[src/rtl/fir_pkg.sv]
// rtl/fir_pkg.sv - shared FIR constants and width helpers
// Also intended for the coefficient multiply and adder blocks.
package fir_pkg;

   localparam int DEFAULT_WIDTH = 8;
   localparam int DEFAULT_TAPS  = 8;

   // Width of a counter that must represent 0..taps inclusive.
   function automatic int cnt_width(input int taps);
      return $clog2(taps + 1);
   endfunction

   function automatic int idx_width(input int taps);
      return (taps > 1) ? $clog2(taps) : 1;
   endfunction

endpackage

[src/rtl/fir_delay_line_if.sv]
// rtl/fir_delay_line_if.sv - sample-in / window-out handshake bundle
// master drives samples and consumes windows; slave is the delay line.
interface fir_delay_line_if #(
   parameter int WIDTH = fir_pkg::DEFAULT_WIDTH,
   parameter int TAPS  = fir_pkg::DEFAULT_TAPS
);
   import fir_pkg::*;

   localparam int CW = cnt_width(TAPS);

   logic                  clear;
   logic                  in_valid;
   logic                  in_ready;
   logic [WIDTH-1:0]      in_data;
   logic                  out_valid;
   logic                  out_ready;
   logic [TAPS*WIDTH-1:0] taps_flat;
   logic [CW-1:0]         fill_cnt;
   logic                  primed;

   modport master (
      output clear, in_valid, in_data, out_ready,
      input  in_ready, out_valid, taps_flat, fill_cnt, primed
   );

   modport slave (
      input  clear, in_valid, in_data, out_ready,
      output in_ready, out_valid, taps_flat, fill_cnt, primed
   );

endinterface

[src/rtl/fir_tap_reg.sv]
// rtl/fir_tap_reg.sv - one delay-line tap: async-reset register with load enable
module fir_tap_reg
   import fir_pkg::*;
#(
   parameter int WIDTH = DEFAULT_WIDTH
) (
   input  logic             clk,
   input  logic             rst,
   input  logic             load_i,
   input  logic [WIDTH-1:0] d_i,
   output logic [WIDTH-1:0] q_o
);

   logic [WIDTH-1:0] q_q;

   always_ff @(posedge clk or posedge rst) begin
      if (rst) begin
         q_q <= '0;
      end else if (load_i) begin
         q_q <= d_i;
      end
   end

   assign q_o = q_q;

endmodule

[src/rtl/fir_delay_line.sv]
// rtl/fir_delay_line.sv - FIR sample delay line with fill tracking and window handshake
// Tap 0 holds the newest sample; a window is presented once per qualifying accept.
module fir_delay_line
   import fir_pkg::*;
#(
   parameter int WIDTH      = DEFAULT_WIDTH,
   parameter int TAPS       = DEFAULT_TAPS,
   parameter int PRIME_MODE = 0
) (
   input logic             clk,
   input logic             rst,
   fir_delay_line_if.slave bus
);

   localparam int CW = cnt_width(TAPS);
   localparam logic [CW-1:0] FULL = CW'(TAPS);

   logic             accept;
   logic             tap_load;
   logic [WIDTH-1:0] tap_q [TAPS];
   logic [WIDTH-1:0] tap_d [TAPS];

   logic [CW-1:0]    fill_cnt_q, fill_cnt_d, fill_inc;
   logic             out_valid_q, out_valid_d;

   assign bus.in_ready = !out_valid_q || bus.out_ready;
   assign accept       = bus.in_valid && bus.in_ready && !bus.clear;
   // clear reuses the load path to zero every tap in the same edge.
   assign tap_load     = accept || bus.clear;

   for (genvar k = 0; k < TAPS; k++) begin : g_tap
      if (k == 0) begin : g_head
         assign tap_d[k] = bus.clear ? '0 : bus.in_data;
      end else begin : g_body
         assign tap_d[k] = bus.clear ? '0 : tap_q[k-1];
      end

      fir_tap_reg #(.WIDTH(WIDTH)) u_tap (
         .clk    (clk),
         .rst    (rst),
         .load_i (tap_load),
         .d_i    (tap_d[k]),
         .q_o    (tap_q[k])
      );

      assign bus.taps_flat[k*WIDTH +: WIDTH] = tap_q[k];
   end

   always_comb begin
      fill_inc    = (fill_cnt_q == FULL) ? fill_cnt_q : fill_cnt_q + CW'(1);
      fill_cnt_d  = fill_cnt_q;
      out_valid_d = out_valid_q;
      if (bus.clear) begin
         fill_cnt_d  = '0;
         out_valid_d = 1'b0;
      end else begin
         if (out_valid_q && bus.out_ready) begin
            out_valid_d = 1'b0;
         end
         // A qualifying accept wins over the consume, so the new window follows directly.
         if (accept) begin
            fill_cnt_d = fill_inc;
            if (PRIME_MODE != 0 || fill_inc == FULL) begin
               out_valid_d = 1'b1;
            end
         end
      end
   end

   always_ff @(posedge clk or posedge rst) begin
      if (rst) begin
         fill_cnt_q  <= '0;
         out_valid_q <= 1'b0;
      end else begin
         fill_cnt_q  <= fill_cnt_d;
         out_valid_q <= out_valid_d;
      end
   end

   assign bus.out_valid = out_valid_q;
   assign bus.fill_cnt  = fill_cnt_q;
   assign bus.primed    = (fill_cnt_q == FULL);

endmodule

[src/flat_wrapper.sv]
// flat-port wrapper written by rule: the top's interface ports become plain ports
module fir_delay_line_flat import fir_pkg::*;
#(
   parameter int WIDTH      = DEFAULT_WIDTH,
   parameter int TAPS       = DEFAULT_TAPS,
   parameter int PRIME_MODE = 0
)
  (clk, rst, bus_clear, bus_in_valid, bus_in_data, bus_out_ready, bus_in_ready, bus_out_valid, bus_taps_flat, bus_fill_cnt, bus_primed);
  fir_delay_line_if #(.WIDTH(WIDTH), .TAPS(TAPS)) bus_i ();
  input logic clk;
  input logic rst;
  input wire logic [$bits(bus_i.clear)-1:0] bus_clear;
  input wire logic [$bits(bus_i.in_valid)-1:0] bus_in_valid;
  input wire logic [$bits(bus_i.in_data)-1:0] bus_in_data;
  input wire logic [$bits(bus_i.out_ready)-1:0] bus_out_ready;
  output wire logic [$bits(bus_i.in_ready)-1:0] bus_in_ready;
  output wire logic [$bits(bus_i.out_valid)-1:0] bus_out_valid;
  output wire logic [$bits(bus_i.taps_flat)-1:0] bus_taps_flat;
  output wire logic [$bits(bus_i.fill_cnt)-1:0] bus_fill_cnt;
  output wire logic [$bits(bus_i.primed)-1:0] bus_primed;
  assign bus_i.clear = bus_clear;
  assign bus_i.in_valid = bus_in_valid;
  assign bus_i.in_data = bus_in_data;
  assign bus_i.out_ready = bus_out_ready;
  assign bus_in_ready = bus_i.in_ready;
  assign bus_out_valid = bus_i.out_valid;
  assign bus_taps_flat = bus_i.taps_flat;
  assign bus_fill_cnt = bus_i.fill_cnt;
  assign bus_primed = bus_i.primed;
  fir_delay_line #(.WIDTH(WIDTH), .TAPS(TAPS), .PRIME_MODE(PRIME_MODE)) u_core (.clk(clk), .rst(rst), .bus(bus_i));
endmodule
[config.mk]
export PLATFORM = sky130hd
export DESIGN_NAME = fir_delay_line_flat
export DESIGN_NICKNAME = d
export VERILOG_FILES = /design/src/rtl/fir_pkg.sv /design/src/rtl/fir_delay_line_if.sv /design/src/rtl/fir_tap_reg.sv /design/src/rtl/fir_delay_line.sv /design/src/flat_wrapper.sv
export SDC_FILE = /design/constraint.sdc
export NUM_CORES = 1
export LEC_CHECK = 0
export BUFFER_PORTS_ARGS = -buffer_cell sky130_fd_sc_hd__buf_4
export CORE_UTILIZATION = 50
export DETAILED_ROUTE_END_ITERATION = 12
export PLACE_DENSITY = 0.81
export SETUP_SLACK_MARGIN = 0.05
export SYNTH_ARGS = -nofsm -noshare
export SYNTH_HDL_FRONTEND = slang
export SYNTH_SLANG_ARGS = --single-unit
[constraint.sdc]
create_clock -name clk -period 2.5 [get_ports clk]
set_input_delay 0.125 -clock clk [delete_from_list [all_inputs] [get_ports clk]]
set_output_delay 0.125 -clock clk [all_outputs]
set_load 0.02 [all_outputs]
==> key figures, run 1 <==
Run status
  – Outcome: finished clean

Clock tree
  – Hold Buf Count CTS: 0
  – Clock Pin Slew Worst Setup and Hold Paths: approximately 0.08 ns
  – Gates resized, CTS repair: 0
  – Clock buffer count from CTS: 9
  – CTS tree: built
  – Max clock buf depth: 2
  – Postcts setup bufs: 0
  – H-tree depth: 3
  – Worst-skew pair later-pin latency: roughly 0.34 ns
  – Num Clock Sinks: between 60 and 70
  – Clock Tree Root: clkbuf_8

Setup path
  – Critical Path Slowest Stage Cell: inv_2
  – Kind of critical path: reg -> out
  – R2R setup slack: slightly below 0.7 ns
  – Worst setup SP type: flip-flop
  – Critical path buffers and inverters: 2
  – Worst r2r src: u_core.bus.out_valid
  – Worst-path cell chain: nor2b_4 -> inv_2 -> buf_4
  – Worst Path Required: about 2.4 ns
  – Critical Path Sink Type: output pin
  – Worst stage delay on the critical path: approximately 0.81 ns
  – Worst R2R End: u_core.g_tap[6].u_tap.q_o[1]
  – CP top delay family: buffers and inverters
  – Worst R2R Path Depth: 4
  – Worst Setup EP: bus_in_ready
  – Crit path depth: 3
  – Crit path DAT: slightly below 2 ns
  – Crit path from: u_core.bus.out_valid
  – Largest fanout on the critical path: 68

Final layout
  – Ratio of cells with drive above 1 in the final layout: approximately 27%
  – Multi-input logic area: ~0.0011 mm²
  – Area Overhead vs Synth: 28.3%
  – # diodes: 0
  – FF/Latch Area: around 0.0017 mm²
  – Fillcell total: 501
  – Final net count: ~410

Placed design
  – Dpl ws: approximately 0.73 ns
  – Gpl congestion: 0.814
  – Hpwl dp: 4560 µm
  – # port buffers: 83

STA
  – Clk_skew: 0.00605 ns
  – Tmin final: between 2 and 2.5 ns
  – RSZ-0062 raised after global routing: no
  – Final setup fails: 0
  – Worst Tran Pin Value: 1.15 ns
  – Slew headroom: a little under a quarter
  – Setup tns final: 0 ns
  – Tcrit/Tclk final: a little over four fifths
  – Final hold vios: 0
  – Final worst slack: roughly 0.4 ns
  – Max-slew violations: 0
  – Max Clk Rate: around 480 MHz

Logic synthesis
  – Mapped Area: ~0.003 mm²
  – Top cells by area, synth: dfrtp_1 57%, a21oi_1 11%, nand3_1 11%
  – Synth area leader: dfrtp_1
  – Adder-cell area share of the yosys netlist: less than 1%
  – Synth Area in Compound Gates: a little under a quarter
  – Number of synthesized flops with an enable pin: 0
  – XOR/XNOR share of the synthesized area: 0.288%
  – Mapped Nets: between 300 and 400
  – Gate count of the mapped netlist: roughly 330
  – Avg Inst Size Synth: between 9 and 10 µm²
  – Seq/Total Area, Yosys: 56.8%
  – Top-area cell type share of the netlist area: a little under three fifths
  – Post-Synth Simple-Gate Area: 12.4%
  – Asr flop ratio synth: 100%
  – Yosys cell types: 22
  – Mux cell area share after synthesis: 0%
  – Top_reg_cell synth: dfrtp_1
  – Synth cell count leaders: 69 x a21oi_1, 69 x dfrtp_1, 66 x nand3_1, 38 x o21ai_1, 28 x o21ai_0
  – Yosys warning count: 0
  – FF+latch count, synth: between 60 and 70
  – Main combinational cell family by area after synthesis: compound AO/OA/AOI/OAI gates

Die
  – Die Span Y: 80.0 µm
  – Starting density of the core: between 50% and 60%
  – Ports: 84
  – Die X: approximately 80 µm
  – DIE AREA: roughly 0.0064 mm²
  – CORE AREA: between 0.005 and 0.006 mm²
  – Cell row count: 28

Routing
  – DRC errors left: 0
  – Vias/cell: ~5.9
  – WL per Instance: roughly 17 µm
  – Vias: around 2800
  – Initial drt markers: around 290
  – Antenna-violating nets left: 0
  – WL final: 7840 µm
  – Drt first pass iters: 5

Min path
  – HP Class: in -> async

GRT
  – Largest net degree at the start of global routing: slightly above 70
  – GRT Resource Usage Total: around a quarter
  – Total gr overflow: 0
  – Initial antenna violation count: 0
  – Number of global-route vias before repair: 2534
  – First-pass GRT wire length: approximately 13000 µm

Power and ir drop
  – VDD IR max: roughly 0.4 mV
  – Pleak: approximately 0.0018 µW
  – PwrDens: around 640 mW/mm²
  – Tot Pwr: ~2500 µW

Run
  – Max cap viols: 0
worst min-delay path, cell delays in order:
cell,delay [ns]
buf_4,0.11
inv_2,0.03
buf_4,0.64
sequential cells by signal, summed over array words and instances, names as in the netlist:
name                    cells
u_core.bus.out_valid        1
u_core.bus.fill_cnt         4
u_core.g_tap.u_tap.q_o     64
where the power goes:
part	internal (µW)	total [µW]	switching, µW
clock	760	1180	423
sequential	1130	1150	17.0
combinational	52.7	169	116
worst min path at each step:
stage	cells past startpoint	startpoint	endpoint	slack, ns
floorplan	2	bus_in_data[0]	u_core.g_tap[0].u_tap.q_o[0]	0.27
finish	3	rst	u_core.g_tap[1].u_tap.q_o[6]	0.03
global route	3	bus_in_data[6]	u_core.g_tap[0].u_tap.q_o[6]	0.03
global placement	3	bus_in_data[1]	u_core.g_tap[0].u_tap.q_o[1]	0.39
CTS	3	bus_in_data[3]	u_core.g_tap[0].u_tap.q_o[3]	0.03
detailed placement	3	bus_in_data[1]	u_core.g_tap[0].u_tap.q_o[1]	0.40
cells in the final DEF (no fill, tap or decap), drive strengths merged, types with 3 or more instances in the layout:
cell,n
buf,87
bufinv,4
a21oi,69
nand3,66
inv,6
o31ai,3
dfrtp,69
clkbuf,9
o21ai,66
final cells by class:
cell class / instances / share of cell area (%)
clock inverter: 7 / 3.53
timing repair buffer: 87 / 16.7
tap: 75 / 2.41
multi-input combinational: 217 / 29.3
clock buffer: 9 / 3.18
sequential: 69 / 44.3
inverter: 6 / 0.577
kinds of logic (layout without fill, tap and decap cells):
kind of cell	count (synthesis)	count (layout)
xor gates and xnor gates	1	1
buffers and inverters	43	109
AOI/OAI and AO/OA	141	141
and+or+nand+nor	73	73
adders and majority gates	2	2
DFF	69	69
layer usage:
metal  global-route usage (%)  up-vias  wire, µm
met3                     7.66        9       551
met4                     8.21        0        84
met2                     40.7      106      3830
met5                        0        -         0
li1                         -     1306         -
met1                     34.1     1369      3380
per-stage QoR:
stage	instances	util (%)	area, µm²	hold WS (ns)
after detailed placement	454	61.8	3640	0.396
after CTS	470	66.3	3900	0.0293
after floorplan	329	-	3040	0.267
after global routing	470	66.3	3900	0.0302
after global placement	454	61.8	3640	0.386
final	470	66.3	3900	0.0341
Note: power is estimated with default switching activity, not from simulation.
==> run 2, diff against run 1 <==
Settings changed: CORE_UTILIZATION 50 to 47, PLACE_DENSITY 0.81 to 0.8.
Clock period 2.5 ns to 1.75 ns, I/O delays scaled along.
==> run 2 against run 1 <==
Effect of this change:
- via count increased by 1.0%
- critical endpoint is now u_core.bus.out_valid
- sequential power increased by 43%
- design area increased by 0.99%
- global-route usage down 0.82 points
- total power up 24%
- combinational power is 52% higher
==> key figures, run 2 (synthesis results as in run 1) <==
Run status
  – Outcome: finished clean

GRT
  – Largest net degree at the start of global routing: 70 (-1.4%)
  – Number of global-route vias before repair: 2576 (+1.7%)
  – Total gr overflow: 0 (unchanged)
  – First-pass GRT wire length: 12600 µm (+0.55%)
  – Initial antenna violation count: 0 (unchanged)
  – GRT Resource Usage Total: 25.0% (-0.82 points)

STA
  – Worst Hold Margin: 0.0106 ns (-0.0235 ns)
  – Final setup fails: 0 (unchanged)
  – Slew headroom: 59.8% (+36 points)
  – Setup tns final: 0 ns (unchanged)
  – Clk_skew: 0.00848 ns (+0.00244 ns)
  – Max-slew violations: 0 (unchanged)
  – Final hold vios: 0 (unchanged)
  – Worst Tran Pin Value: 0.603 ns (-0.542 ns)
  – RSZ-0062 raised after global routing: no
  – Max Clk Rate: 622 MHz
  – Tcrit/Tclk final: about nine tenths
  – Tmin final: 1.61 ns

Setup path
  – Largest fanout on the critical path: 8 (-88%)
  – Worst setup SP type: flip-flop
  – Crit path DAT: 1.83 ns (-0.14 ns)
  – Kind of critical path: reg -> reg
  – Worst r2r src: u_core.bus.fill_cnt[0]
  – Crit path from: u_core.bus.fill_cnt[0]
  – Critical Path Sink Type: flip-flop
  – Worst Path Required: 1.98 ns (-0.40 ns)

Final layout
  – # diodes: 0 (unchanged)
  – Fillcell total: 522 (+4.2%)
  – Area Overhead vs Synth: 29.5%
  – Max reg flops: 64 (unchanged)
  – Final net count: 414 (+2.2%)
  – Final cell count without fillers: 478 (+1.7%)
  – Most common cell after layout, fill and taps aside: buf_4
  – Commonest non-fill, non-tap cells in the layout: 89 x buf_4, 69 x a21oi_1, 68 x dfrtp_1
  – Ratio of cells with drive above 1 in the final layout: 27.3% (+0.21 points)
  – Final Instance Area: 0.00394 mm² (+0.99%)

Placed design
  – Placed cells: 459 (+1.1%)
  – # port buffers: 83 (unchanged)
  – Gpl congestion: 0.777 (-4.6%)
  – Placed inst area: 0.00372 mm² (+2.2%)
  – Hpwl dp: 4820 µm (+5.8%)

Clock tree
  – H-tree depth: 3 (unchanged)
  – Clock buffer count from CTS: 9 (unchanged)
  – Max clock buf depth: 2 (unchanged)
  – Num Clock Sinks: 69 (unchanged)
  – Postcts setup bufs: 0 (unchanged)
  – CTS tree: built
  – Clock Tree Root: clkbuf_8
  – Worst-skew pair later-pin latency: 0.34 ns (about the same)
  – Clock Pin Slew Worst Setup and Hold Paths: 0.08 ns (about the same)

Power and ir drop
  – Pleak: 0.00178 µW (+0.94%)
  – Tot Pwr: 3100 µW (+24%)
  – VDD IR max: 0.470 mV (+18%)
  – PwrDens: 786 mW/mm² (+23%)

Die
  – Starting density of the core: 49.9% (-1.8 points)
  – DIE AREA: 0.00679 mm² (+6.2%)
  – Die Span Y: 82.4 µm (+3.1%)
  – Cell row count: 28 (unchanged)
  – Die X: 82.4 µm (+3.1%)
  – CORE AREA: 0.00610 mm² (+3.6%)
  – Ports: 84 (unchanged)

Min path
  – HP Class: in -> reg
  – Critical hold path startpoint: bus_in_data[2]

Routing
  – WL final: 7820 µm (-0.27%)
  – Vias/cell: 5.90 (-0.69%)
  – DRC errors left: 0 (unchanged)
  – Vias: 2818 (+1.0%)
  – WL per Instance: 16.4 µm (-1.9%)
  – Antenna-violating nets left: 0 (unchanged)
  – Drt first pass iters: 4 (-1)
  – Initial drt markers: 277 (-3.1%)

Run
  – Max cap viols: 0 (unchanged)
-- run 2: cell types whose count changed in the layout (fill, tap and decap cells not counted), sizes merged --
cell / before / now
buf: 87 / 92
clkbuf: 9 / 14
clkinv: 2 / 1
bufinv: 4 / 0
dlygate4sd3: 0 / 4
inv: 6 / 5
-- run 2: final cells by class --
| type | count | area [µm²] | share of cell area, % |
|---|---|---|---|
| Timing Repair Buffer | 96 | 768 | 19.5 |
| Clock buffer | 14 | 173 | 4.38 |
| Clock inverter | 1 | 5.00 | 0.127 |
| Tap cell | 75 | 93.8 | 2.38 |
| Inverter | 6 | 28.8 | 0.731 |
| Multi-Input combinational cell | 217 | 1140 | 29.0 |
| Sequential cell | 69 | 1730 | 43.9 |
-- run 2: worst max-delay path, cell delays in order, from the launching register on --
cell     delay, ns
dfrtp_2       0.43
inv_1         0.07
ha_1          0.23
a211o_1       0.30
a31o_1        0.21
o32ai_1       0.26
-- run 2: worst paths after layout --
| kind | depth (start not counted) | slack, ns | end |
|---|---|---|---|
| max | 5 | 0.14 | u_core.bus.out_valid |
| min | 3 | 0.01 | u_core.g_tap[0].u_tap.q_o[2] |
| max reg2reg | 5 | 0.14 | u_core.bus.out_valid |
| min reg2reg | 2 | 0.55 | u_core.g_tap[3].u_tap.q_o[1] |
| max in group asynchronous | 4 | 1.06 | u_core.g_tap[3].u_tap.q_o[5] |
| min in group asynchronous | 4 | 0.38 | u_core.g_tap[0].u_tap.q_o[0] |
-- run 2: per-stage QoR --
stage	setup slack [ns]	util (%)
finish	0.143	64.6
global route	0.0665	64.6
CTS	0.0926	64.6
detailed placement	0.134	61.0
global placement	0.219	61.0
floorplan	0.0525	-
-- run 2: repair_timing --
item	in CTS	in global routing
hold endpoints to repair	72	0
hold buffers	4	0
setup endpoints to repair	0	2
resized for setup	0	3
-- run 2: metal layers --
layer,GRT usage (%),share of wire [%]
met1,34.3,43
met2,36.9,49
met3,6.37,6.7
met4,11.6,1.3
met5,0,0
-- run 2: report_power, final --
part           switching, µW  total [µW]  internal, µW
clock                    576        1200           623
combinational            169         257          88.2
sequential              22.5        1640          1620
